## config.mk

```make
export PLATFORM = sky130hd
export DESIGN_NAME = laplace_scan_ctrl_flat
export DESIGN_NICKNAME = d
export VERILOG_FILES = /design/src/rtl/laplace_pkg.sv /design/src/rtl/laplace_scan_ctrl_if.sv /design/src/rtl/laplace_aproximado_1.sv /design/src/rtl/laplace_scan_ctrl.sv /design/src/flat_wrapper.sv
export SDC_FILE = /design/constraint.sdc
export NUM_CORES = 1
export LEC_CHECK = 0
export CELL_PAD_IN_SITES_DETAIL_PLACEMENT = 0
export CELL_PAD_IN_SITES_GLOBAL_PLACEMENT = 1
export CORE_UTILIZATION = 35
export CTS_CLUSTER_DIAMETER = 60
export CTS_CLUSTER_SIZE = 25
export DETAILED_ROUTE_END_ITERATION = 7
export HOLD_SLACK_MARGIN = 0.05
export MAX_ROUTING_LAYER = met4
export PLACE_DENSITY_LB_ADDON = 0.12
export REMOVE_ABC_BUFFERS = 1
export SETUP_SLACK_MARGIN = 0.4
export SLEW_MARGIN = 25
export SYNTH_ARGS = -nofsm -noshare
export SYNTH_HDL_FRONTEND = slang
export SYNTH_SLANG_ARGS = --single-unit
```

## constraint.sdc

```tcl
create_clock -name clk -period 8.3 [get_ports clk]
set_input_delay 1.66 -clock clk [delete_from_list [all_inputs] [get_ports clk]]
set_output_delay 1.66 -clock clk [all_outputs]
set_load 0.02 [all_outputs]
```

## src/rtl/laplace_pkg.sv

```systemverilog
// laplace_pkg: shared widths, FSM/tap enums and tap offset helper for the Laplace scan controller.
package laplace_pkg;
  localparam int PIX_W = 8;
  localparam int S_W = 9;
  typedef enum logic [2:0] {S_IDLE, S_FETCH, S_LAST, S_WRITE, S_DONE} state_e;
  typedef enum logic [2:0] {TAP_B, TAP_D, TAP_E, TAP_F, TAP_H} tap_e;
  // Offset of each stencil tap from the top-left corner (base) of its 3x3 window.
  function automatic int unsigned tap_off(tap_e t, int unsigned cols);
    return t == TAP_B ? 32'd1 :
           t == TAP_D ? cols :
           t == TAP_E ? cols + 32'd1 :
           t == TAP_F ? cols + 32'd2 : 32'd2 * cols + 32'd1;
  endfunction
endpackage

```

## src/rtl/laplace_scan_ctrl_if.sv

```systemverilog
// laplace_scan_ctrl_if: frame control, source-RAM read and destination write signals.
interface laplace_scan_ctrl_if #(parameter int ADDR_W = 18);
  import laplace_pkg::*;
  logic start;
  logic abort;
  logic busy;
  logic done;
  logic rd_en;
  logic [ADDR_W-1:0] rd_addr;
  logic [PIX_W-1:0] rd_data;
  logic wr_en;
  logic [ADDR_W-1:0] wr_addr;
  logic [PIX_W-1:0] wr_data;
  logic wr_ready;
  modport master (
    input start, abort, rd_data, wr_ready,
    output busy, done, rd_en, rd_addr, wr_en, wr_addr, wr_data
  );
  modport slave (
    output start, abort, rd_data, wr_ready,
    input busy, done, rd_en, rd_addr, wr_en, wr_addr, wr_data
  );
endinterface

```

## src/rtl/laplace_aproximado_1.sv

```systemverilog
// laplace_aproximado_1: combinational approximate 5-point stencil, s = e + (b+d+f+h)/4.
module laplace_aproximado_1 (
  input logic [7:0] b,
  input logic [7:0] d,
  input logic [7:0] e,
  input logic [7:0] f,
  input logic [7:0] h,
  output logic [8:0] s
);
  logic [9:0] sum;
  logic [10:0] acc;
  assign sum = {2'b00, b} + {2'b00, d} + {2'b00, f} + {2'b00, h};
  // 4*e is divisible by 4, so the shift yields e + floor(sum/4) exactly.
  assign acc = {1'b0, e, 2'b00} + {1'b0, sum};
  assign s = 9'(acc >> 2);
endmodule

```

## src/rtl/laplace_scan_ctrl.sv

```systemverilog
// laplace_scan_ctrl: raster sequencer fetching b,d,e,f,h per interior pixel and writing the stencil result.
// Define LAPLACE_SAT_EN to saturate the 9-bit result to 8'hFF instead of truncating.
module laplace_scan_ctrl
  import laplace_pkg::*;
#(
  parameter int ROWS = 512,
  parameter int COLS = 512,
  parameter int ADDR_W = 18
) (
  input logic clk,
  input logic rst_n,
  laplace_scan_ctrl_if.master bus
);
  localparam int RW = $clog2(ROWS);
  localparam int CW = $clog2(COLS);
  localparam logic [RW-1:0] K_LAST = RW'(ROWS - 3);
  localparam logic [CW-1:0] J_LAST = CW'(COLS - 3);
  state_e st_q;
  tap_e t_q;
  logic [RW-1:0] k_q;
  logic [CW-1:0] j_q;
  logic [ADDR_W-1:0] base_q, base_d, rd_addr_q, wr_addr_q;
  logic busy_q, done_q, rd_en_q, wr_en_q, last;
  logic [4:0][PIX_W-1:0] tap_q;
  logic [S_W-1:0] s;
  // Skipping the two border columns at a row wrap means +3 instead of +1.
  always_comb base_d = base_q + ((j_q == J_LAST) ? ADDR_W'(3) : ADDR_W'(1));
  assign last = (k_q == K_LAST) && (j_q == J_LAST);
  always_ff @(posedge clk or negedge rst_n)
    if (!rst_n) begin
      st_q <= S_IDLE;
      t_q <= TAP_B;
      k_q <= '0;
      j_q <= '0;
      base_q <= '0;
      rd_addr_q <= '0;
      wr_addr_q <= '0;
      busy_q <= 1'b0;
      done_q <= 1'b0;
      rd_en_q <= 1'b0;
      wr_en_q <= 1'b0;
      tap_q <= '0;
    end else if (bus.abort && st_q != S_IDLE) begin
      st_q <= S_IDLE;
      busy_q <= 1'b0;
      done_q <= 1'b0;
      rd_en_q <= 1'b0;
      wr_en_q <= 1'b0;
    end else
      case (st_q)
        S_IDLE:
          if (bus.start && !bus.abort) begin
            st_q <= S_FETCH;
            t_q <= TAP_B;
            k_q <= '0;
            j_q <= '0;
            base_q <= '0;
            wr_addr_q <= '0;
            busy_q <= 1'b1;
            rd_en_q <= 1'b1;
            rd_addr_q <= ADDR_W'(tap_off(TAP_B, COLS));
          end
        S_FETCH: begin
          // Data for the previous tap address returns one cycle after its strobe.
          if (t_q != TAP_B) tap_q[t_q - 3'd1] <= bus.rd_data;
          if (t_q == TAP_H) begin
            st_q <= S_LAST;
            rd_en_q <= 1'b0;
          end else begin
            t_q <= tap_e'(t_q + 3'd1);
            rd_addr_q <= base_q + ADDR_W'(tap_off(tap_e'(t_q + 3'd1), COLS));
          end
        end
        S_LAST: begin
          tap_q[TAP_H] <= bus.rd_data;
          st_q <= S_WRITE;
          wr_en_q <= 1'b1;
        end
        S_WRITE:
          if (bus.wr_ready) begin
            wr_en_q <= 1'b0;
            if (last) begin
              st_q <= S_DONE;
              done_q <= 1'b1;
            end else begin
              st_q <= S_FETCH;
              t_q <= TAP_B;
              wr_addr_q <= wr_addr_q + ADDR_W'(1);
              base_q <= base_d;
              rd_en_q <= 1'b1;
              rd_addr_q <= base_d + ADDR_W'(tap_off(TAP_B, COLS));
              j_q <= (j_q == J_LAST) ? '0 : j_q + 1'b1;
              k_q <= (j_q == J_LAST) ? k_q + 1'b1 : k_q;
            end
          end
        S_DONE: begin
          st_q <= S_IDLE;
          done_q <= 1'b0;
          busy_q <= 1'b0;
        end
        default: st_q <= S_IDLE;
      endcase
  laplace_aproximado_1 u_stencil (
    .b(tap_q[TAP_B]),
    .d(tap_q[TAP_D]),
    .e(tap_q[TAP_E]),
    .f(tap_q[TAP_F]),
    .h(tap_q[TAP_H]),
    .s(s)
  );
`ifdef LAPLACE_SAT_EN
  assign bus.wr_data = s[S_W-1] ? '1 : PIX_W'(s);
`else
  assign bus.wr_data = PIX_W'(s);
`endif
  assign bus.busy = busy_q;
  assign bus.done = done_q;
  assign bus.rd_en = rd_en_q;
  assign bus.rd_addr = rd_addr_q;
  assign bus.wr_en = wr_en_q;
  assign bus.wr_addr = wr_addr_q;
endmodule
```

## src/flat_wrapper.sv

```systemverilog
// flat-port wrapper written by rule: the top's interface ports become plain ports
module laplace_scan_ctrl_flat import laplace_pkg::*;
#(
  parameter int ROWS = 512,
  parameter int COLS = 512,
  parameter int ADDR_W = 18
)
  (clk, rst_n, bus_start, bus_abort, bus_rd_data, bus_wr_ready, bus_busy, bus_done, bus_rd_en, bus_rd_addr, bus_wr_en, bus_wr_addr, bus_wr_data);
  laplace_scan_ctrl_if #(.ADDR_W(ADDR_W)) bus_i ();
  input logic clk;
  input logic rst_n;
  input wire logic [$bits(bus_i.start)-1:0] bus_start;
  input wire logic [$bits(bus_i.abort)-1:0] bus_abort;
  input wire logic [$bits(bus_i.rd_data)-1:0] bus_rd_data;
  input wire logic [$bits(bus_i.wr_ready)-1:0] bus_wr_ready;
  output wire logic [$bits(bus_i.busy)-1:0] bus_busy;
  output wire logic [$bits(bus_i.done)-1:0] bus_done;
  output wire logic [$bits(bus_i.rd_en)-1:0] bus_rd_en;
  output wire logic [$bits(bus_i.rd_addr)-1:0] bus_rd_addr;
  output wire logic [$bits(bus_i.wr_en)-1:0] bus_wr_en;
  output wire logic [$bits(bus_i.wr_addr)-1:0] bus_wr_addr;
  output wire logic [$bits(bus_i.wr_data)-1:0] bus_wr_data;
  assign bus_i.start = bus_start;
  assign bus_i.abort = bus_abort;
  assign bus_i.rd_data = bus_rd_data;
  assign bus_i.wr_ready = bus_wr_ready;
  assign bus_busy = bus_i.busy;
  assign bus_done = bus_i.done;
  assign bus_rd_en = bus_i.rd_en;
  assign bus_rd_addr = bus_i.rd_addr;
  assign bus_wr_en = bus_i.wr_en;
  assign bus_wr_addr = bus_i.wr_addr;
  assign bus_wr_data = bus_i.wr_data;
  laplace_scan_ctrl #(.ROWS(ROWS), .COLS(COLS), .ADDR_W(ADDR_W)) u_core (.clk(clk), .rst_n(rst_n), .bus(bus_i));
endmodule
```

==> results of run 1 <==
registers in the layout (all words and copies together), names as in the netlist, 3 cells and up:
signal	flops
u_core.st_q	3
u_core.j_q	9
u_core.t_q	3
u_core.bus.wr_addr	18
u_core.tap_q	40
u_core.k_q	9
u_core.base_q	18
u_core.bus.rd_addr	18
worst max-delay path, stage by stage, from the launching register on:
cell and delay, ns:
dfrtp_1 0.35, ha_1 0.17, inv_1 0.05, fa_1 0.40
nor2b_1 0.13, o21ai_0 0.10, a21boi_0 0.27, nor2_1 0.11
fa_1 0.49, inv_1 0.05, fa_1 0.50, inv_1 0.04
ha_1 0.33, a21oi_1 0.21, o21bai_1 0.09, a21oi_1 0.24
o21ai_0 0.16, xnor2_1 0.17, clkdlybuf4s50_1 0.62
logic make-up after synthesis:
family / after synthesis
multiplexers: 44
flip-flops: 122
XOR/XNOR: 72
AO/OA/AOI/OAI: 164
AND/OR/NAND/NOR: 280
adder cells (fa/ha/maj): 53
buffers and inverters: 93
layer usage:
layer	up-vias	track usage, %	part of all wire (%)
met3	15	2.81	2.6
met2	102	30.0	48
li1	3007	-	-
met4	0	6.34	1.1
met5	-	-	0
met1	3045	24.3	48
final timing paths:
kind | end | from | slack [ns] | cells after the start
worst max-delay path | bus_wr_data[7] | u_core.tap_q[0] | 1.75 | 18
worst min-delay path | u_core.bus.rd_addr[8] | u_core.bus.rd_addr[8] | 0.47 | 1
worst max register to register | u_core.bus.rd_addr[17] | u_core.j_q[0] | 4.28 | 11
min in group asynchronous | u_core.bus.rd_addr[7] | rst_n | 1.27 | 1
max in group asynchronous | u_core.k_q[0] | rst_n | 5.91 | 2
worst min register to register | u_core.bus.rd_addr[8] | u_core.bus.rd_addr[8] | 0.47 | 1
power by group:
group / switching (uW) / internal (uW) / total [uW] / leakage, uW
clock network: 286 / 513 / 799 / 0.000300
registers: 111 / 717 / 828 / 0.00163
logic: 1450 / 1310 / 2760 / 0.00205
total: 1850 / 2550 / 4390 / 0.00399
stage by stage:
| stage | setup slack [ns] | power [uW] | area [sq um] | util (%) |
|---|---|---|---|---|
| 2_1_floorplan | 2.87 | 2630 | 7670 | - |
| 3_3_place_gp | 2.22 | 3590 | 8670 | 39.6 |
| 3_5_place_dp | 2.14 | 3650 | 8670 | 39.6 |
| 4_1_cts | 1.68 | 4470 | 9310 | 42.5 |
| 5_1_grt | 1.34 | 4820 | 9310 | 42.5 |
| 6_report | 1.75 | 4390 | 9310 | 42.5 |
cell type report:
| type | count | area, sq um |
|---|---|---|
| fillers | 2169 | 12600 |
| multi-input cells | 613 | 4410 |
| well taps | 280 | 350 |
| clock buffers | 19 | 443 |
| repair buffers | 67 | 654 |
| flip-flops and latches | 122 | 3050 |
| inverters | 55 | 206 |
| clock inverters | 13 | 191 |
cells in the final DEF, fill, tap and decap left out, types with 4 or more instances in the layout:
master,netlist,layout
nor2_1,67,67
a31oi_1,5,5
nand2b_1,8,8
ha_1,35,35
inv_1,54,54
nand4_1,20,20
buf_4,1,7
bufinv_16,0,4
mux2_2,41,41
nor3_1,16,16
nor4_2,8,8
nor4_1,5,5
a22oi_1,6,6
nand2_1,72,72
clkdlybuf4s50_1,0,59
or3_1,13,13
and3_1,10,10
a21oi_1,36,36
nand3_1,22,22
o31ai_1,9,9
xor2_1,29,29
o21ai_0,54,54
and2_1,5,5
fa_1,17,17
dfrtp_1,122,122
xnor2_1,43,43
a21o_1,9,9
clkbuf_16,0,17
nor2b_1,8,8
o22ai_1,5,5
a22o_1,5,5
==> results.sh, run 1 <==
export IMPL_hp_class="register to register"
export IMPL_area_growth_pct=18.8
export IMPL_cap_viol_max_count=0
export IMPL_synth_compound_area_share_pct=13.2
export IMPL_ys_types=74
export IMPL_synth_mux_area_share_pct=6.27
export IMPL_place_inst=1137
export IMPL_grt_pass1_wl_um=32400
export IMPL_grt_remaining_overflow=0
export IMPL_cts_setup_buffers=0
export IMPL_hold_viol_final=0
export IMPL_start_kind="register"
export IMPL_die_h_um=152
export IMPL_hpwl_um=13800
export IMPL_critPathKind="register to primary output"
export IMPL_ant_nets=0
export IMPL_maxSlewViolCount=0
export IMPL_hold_buffers=0
export IMPL_setup_viol=0
export IMPL_holdWs_ns=0.473
export IMPL_core_area_sq_mm=0.0219
export IMPL_synth_top_family_by_area="simple AND/OR/NAND/NOR gates"
export IMPL_ys_warn_count=0
export IMPL_ys_top_cells_by_area="dfrtp_1, mux2_2, ha_1, xnor2_1, fa_1"
export IMPL_grt_max_degree=75
export IMPL_antenna_found_initial=0
export IMPL_vdd_drop_max_uv=905
export IMPL_drive_gt1_share_pct=11.7
export IMPL_cts_resized=0
export IMPL_synth_seq_cells=122
export IMPL_synthFlopType="dfrtp_1"
export IMPL_syn_area_sq_mm=0.00784
export IMPL_grt_pass1_vias=6249
export IMPL_route_vias_total=6169
export IMPL_finalCritPeriodShare_pct=78.9
export IMPL_std_cell_rows=54
export IMPL_first_iter_violations=317
export IMPL_synth_top_area_cell="dfrtp_1"
export IMPL_stdcell_count=1169
export IMPL_pin_count=61
export IMPL_h_tree_depth=4
export IMPL_clkLatencyLatePin_ns=0.42
export IMPL_fin_nets=941
export IMPL_cp_required_ns=6.64
export IMPL_status="complete, no violations"
export IMPL_start_util_pct=35.8
export IMPL_fin_skew_ns=0.0105
export IMPL_total_leakage_power_uw=0.00399
export IMPL_clock_path_buffers=2
export IMPL_max_freq_ghz=0.153
export IMPL_netlist_top_cells_count="dfrtp_1, nand2_1, nor2_1, inv_1, o21ai_0"
export IMPL_worstMarginPinSlew_ns=0.963
export IMPL_antennaDiodeCount=0
export IMPL_routedWlPerCell_um=16.7
export IMPL_drc=0
export IMPL_syn_avg_cell_area_sq_um=9.47
export IMPL_synth_top_area_share_pct=38.9
export IMPL_setup_tns_ns=0
export IMPL_power_density_mw_per_mm2=472
export IMPL_cts_sinks=122
export IMPL_synth_edf_count=0
export IMPL_numPortBuffers=60
export IMPL_cts_tree="done"
export IMPL_finalCriticalPeriod_ns=6.55
export IMPL_relSlewSlack_pct=35.8
export IMPL_synthSimpleGateAreaFrac_pct=18.7
export IMPL_drt_wl_total_um=19500
export IMPL_synth_xor_area_share_pct=8.04
export IMPL_vias_per_cell=5.28
export IMPL_fp_dieArea_sq_mm=0.0230
export IMPL_die_w_um=152
export IMPL_synth_adder_area_share_pct=10.1
export IMPL_numCtsBuffers=17
export IMPL_synth_async_reset_ratio_pct=100
export IMPL_grt_total_usage_pct=18.8
export IMPL_cts_root_buf="clkbuf_16"
export IMPL_path_max_fanout=3
export IMPL_synth_most_common_cell="dfrtp_1"
export IMPL_worstPathArrival_ns=4.89
export IMPL_dr_pass1_iters=5
export IMPL_setup_worst_path_end_class="primary output"
export IMPL_path_clk_slew_ns=0.06
export IMPL_rsz0062_at_grt="no"
export IMPL_syn_inst=828
export IMPL_synth_seq_area_share_pct=38.9
export IMPL_gp_congestion=0.828
No activity file was read; power rests on OpenSTA's default activity.
==> run 2: changes to the inputs <==
clock period = 5.44 ns   (was 8.3 ns; I/O delays follow)
==> results.sh, run 2 (synthesized netlist as in run 1, its figures left out) <==
export IMPL_dr_pass1_iters=5
export IMPL_ff2ff_path_depth=11
export IMPL_status="complete, no violations"
export IMPL_rsz0062_at_grt="yes"
export IMPL_cp_common_cell="inv_2"
export IMPL_start_kind="register"
export IMPL_maxSlewViolCount=0
export IMPL_cts_root_buf="clkbuf_16"
export IMPL_grt_pass1_vias=6332
export IMPL_vias_per_cell=5.25
export IMPL_std_cell_rows=54
export IMPL_start_util_pct=35.8
export IMPL_fin_nets=948
export IMPL_relSlewSlack_pct=36.6
export IMPL_holdPathStages=2
export IMPL_path_delay_family="adder cells"
export IMPL_antenna_found_initial=0
export IMPL_numCtsBuffers=17
export IMPL_worstMarginPinSlew_ns=0.951
export IMPL_setup_worst_path_end_class="primary output"
export IMPL_fp_dieArea_sq_mm=0.0230
export IMPL_die_h_um=152
export IMPL_first_iter_violations=340
export IMPL_finalCriticalPeriod_ns=5.12
export IMPL_cts_tree="done"
export IMPL_regArea_sq_mm=0.00305
export IMPL_pin_count=61
export IMPL_clock_path_buffers=2
export IMPL_hpwl_um=13900
export IMPL_cp_required_ns=4.35
export IMPL_die_w_um=152
export IMPL_clkLatencyLatePin_ns=0.42
export IMPL_area_growth_pct=20.2
export IMPL_crit_slowest_cell="fa_1"
export IMPL_mostFrequentLayoutCells="dfrtp_1, nand2_1, nor2_1, clkdlybuf4s50_1, o21ai_0"
export IMPL_path_cells="ha_2 -> inv_2 -> fa_2 -> buf_6 -> xnor2_2 -> fa_1 -> fa_1 -> ha_2 -> inv_2 -> fa_2 -> inv_2 -> a21oi_2 -> o21bai_1 -> a21o_1 -> a21oi_2 -> xnor2_1 -> buf_4"
export IMPL_reg2reg_from="u_core.j_q[0]"
export IMPL_antennaDiodeCount=0
export IMPL_route_vias_total=6175
export IMPL_critPathKind="register to primary output"
export IMPL_multi_input_area_sq_mm=0.00450
export IMPL_rr_endpoint="u_core.bus.rd_addr[15]"
export IMPL_ff2ff_setup_slack_ns=1.47
export IMPL_cap_viol_max_count=0
export IMPL_setup_tns_ns=0
export IMPL_drc=0
export IMPL_path_clk_slew_ns=0.06
export IMPL_fin_skew_ns=0.0132
export IMPL_ant_nets=0
export IMPL_max_freq_ghz=0.195
export IMPL_grt_max_degree=61
export IMPL_core_area_sq_mm=0.0219
export IMPL_routedWlPerCell_um=16.8
export IMPL_gp_congestion=0.824
export IMPL_fillers=2137
export IMPL_final_common_cell="dfrtp_1"
export IMPL_finalCritPeriodShare_pct=94.2
export IMPL_h_tree_depth=4
export IMPL_path_max_fanout=2
export IMPL_vdd_drop_max_uv=1240
export IMPL_cp_startpoint="u_core.tap_q[8]"
export IMPL_largest_register="u_core.tap_q"
export IMPL_drive_gt1_share_pct=15.6
export IMPL_fin_total_pwr_uw=7140
export IMPL_grt_remaining_overflow=0
export IMPL_drt_wl_total_um=19700
export IMPL_cp_buffers_inverters=5
export IMPL_slowest_delay_ns=0.51
export IMPL_power_density_mw_per_mm2=758
export IMPL_path_depth=17
export IMPL_largest_reg_flops=40
export IMPL_cts_sinks=122
export IMPL_worstPathArrival_ns=4.03
export IMPL_setup_viol=0
export IMPL_hp_class="register to register"
export IMPL_hold_viol_final=0
export IMPL_total_leakage_power_uw=0.00405
export IMPL_endpoint="bus_wr_data[6]"
export IMPL_grt_total_usage_pct=19.1
export IMPL_numPortBuffers=60
export IMPL_grt_pass1_wl_um=33100
-- run 2: cell types whose count changed in the layout (fill, tap and decap cells not counted), sizes merged --
| cell | previous run | this run |
|---|---|---|
| buf | 8 | 19 |
| clkinvlp | 3 | 1 |
| bufinv | 4 | 3 |
| clkdlybuf4s50 | 59 | 52 |
| dlymetal6s2s | 0 | 1 |
| clkbuf | 19 | 21 |
| clkinv | 4 | 6 |
| inv | 57 | 58 |
-- run 2: tightest hold or removal path, cell delays in order (launching register included) --
cell and delay [ns]:
dfrtp_1 0.34, nand2_1 0.05, o21ai_0 0.06
-- run 2: worst min path at each step --
stage / from / endpoint
floorplan: u_core.tap_q[33] / u_core.tap_q[33]
global placement: u_core.bus.rd_addr[8] / u_core.bus.rd_addr[8]
detailed placement: u_core.bus.rd_addr[9] / u_core.bus.rd_addr[9]
CTS: u_core.bus.rd_addr[9] / u_core.bus.rd_addr[9]
global route: u_core.bus.rd_addr[9] / u_core.bus.rd_addr[9]
finish: u_core.bus.rd_addr[9] / u_core.bus.rd_addr[9]
-- run 2: what timing repair did --
item | CTS | global route
hold buffers | 0 | 0
pin swaps | 10 | 23
setup buffers | 2 | 1
setup endpoints to repair | 7 | 7
gates resized for setup | 41 | 18
-- run 2: area by class of cell --
| type | instances | share of cell area [%] |
|---|---|---|
| multi-input cells | 613 | 47.8 |
| flip-flops and latches | 122 | 32.4 |
| repair buffers | 74 | 7.36 |
| clock inverters | 13 | 1.75 |
| well taps | 280 | 3.72 |
| clock buffers | 19 | 4.81 |
| inverters | 55 | 2.19 |
-- run 2: through the flow --
step	std cells	hold slack (ns)	cell area (sq um)	setup WS, ns	utilization [%]
after CTS	1175	0.484	9380	0.250	42.8
after detailed placement	1141	0.469	8700	0.000328	39.8
after floorplan	790	0.479	7670	0.581	-
after global placement	1141	0.460	8700	0.0134	39.8
after global routing	1176	0.510	9420	0.0905	43.0
final	1176	0.478	9420	0.318	43.0
-- run 2: power breakdown --
part / switching, uW / total, uW / internal, uW / leakage [uW]
Clock: 436 / 1190 / 749 / 0.000304
Combinational: 2470 / 4690 / 2220 / 0.00211
Sequential: 168 / 1260 / 1090 / 0.00163
-- run 2: layer usage --
layer | global-route usage, % | part of all wire (%) | wire [um]
met5 | - | 0 | 0
met4 | 4.90 | 0.85 | 167
met3 | 3.11 | 2.6 | 519
met2 | 31.1 | 49 | 9630
met1 | 24.8 | 48 | 9440
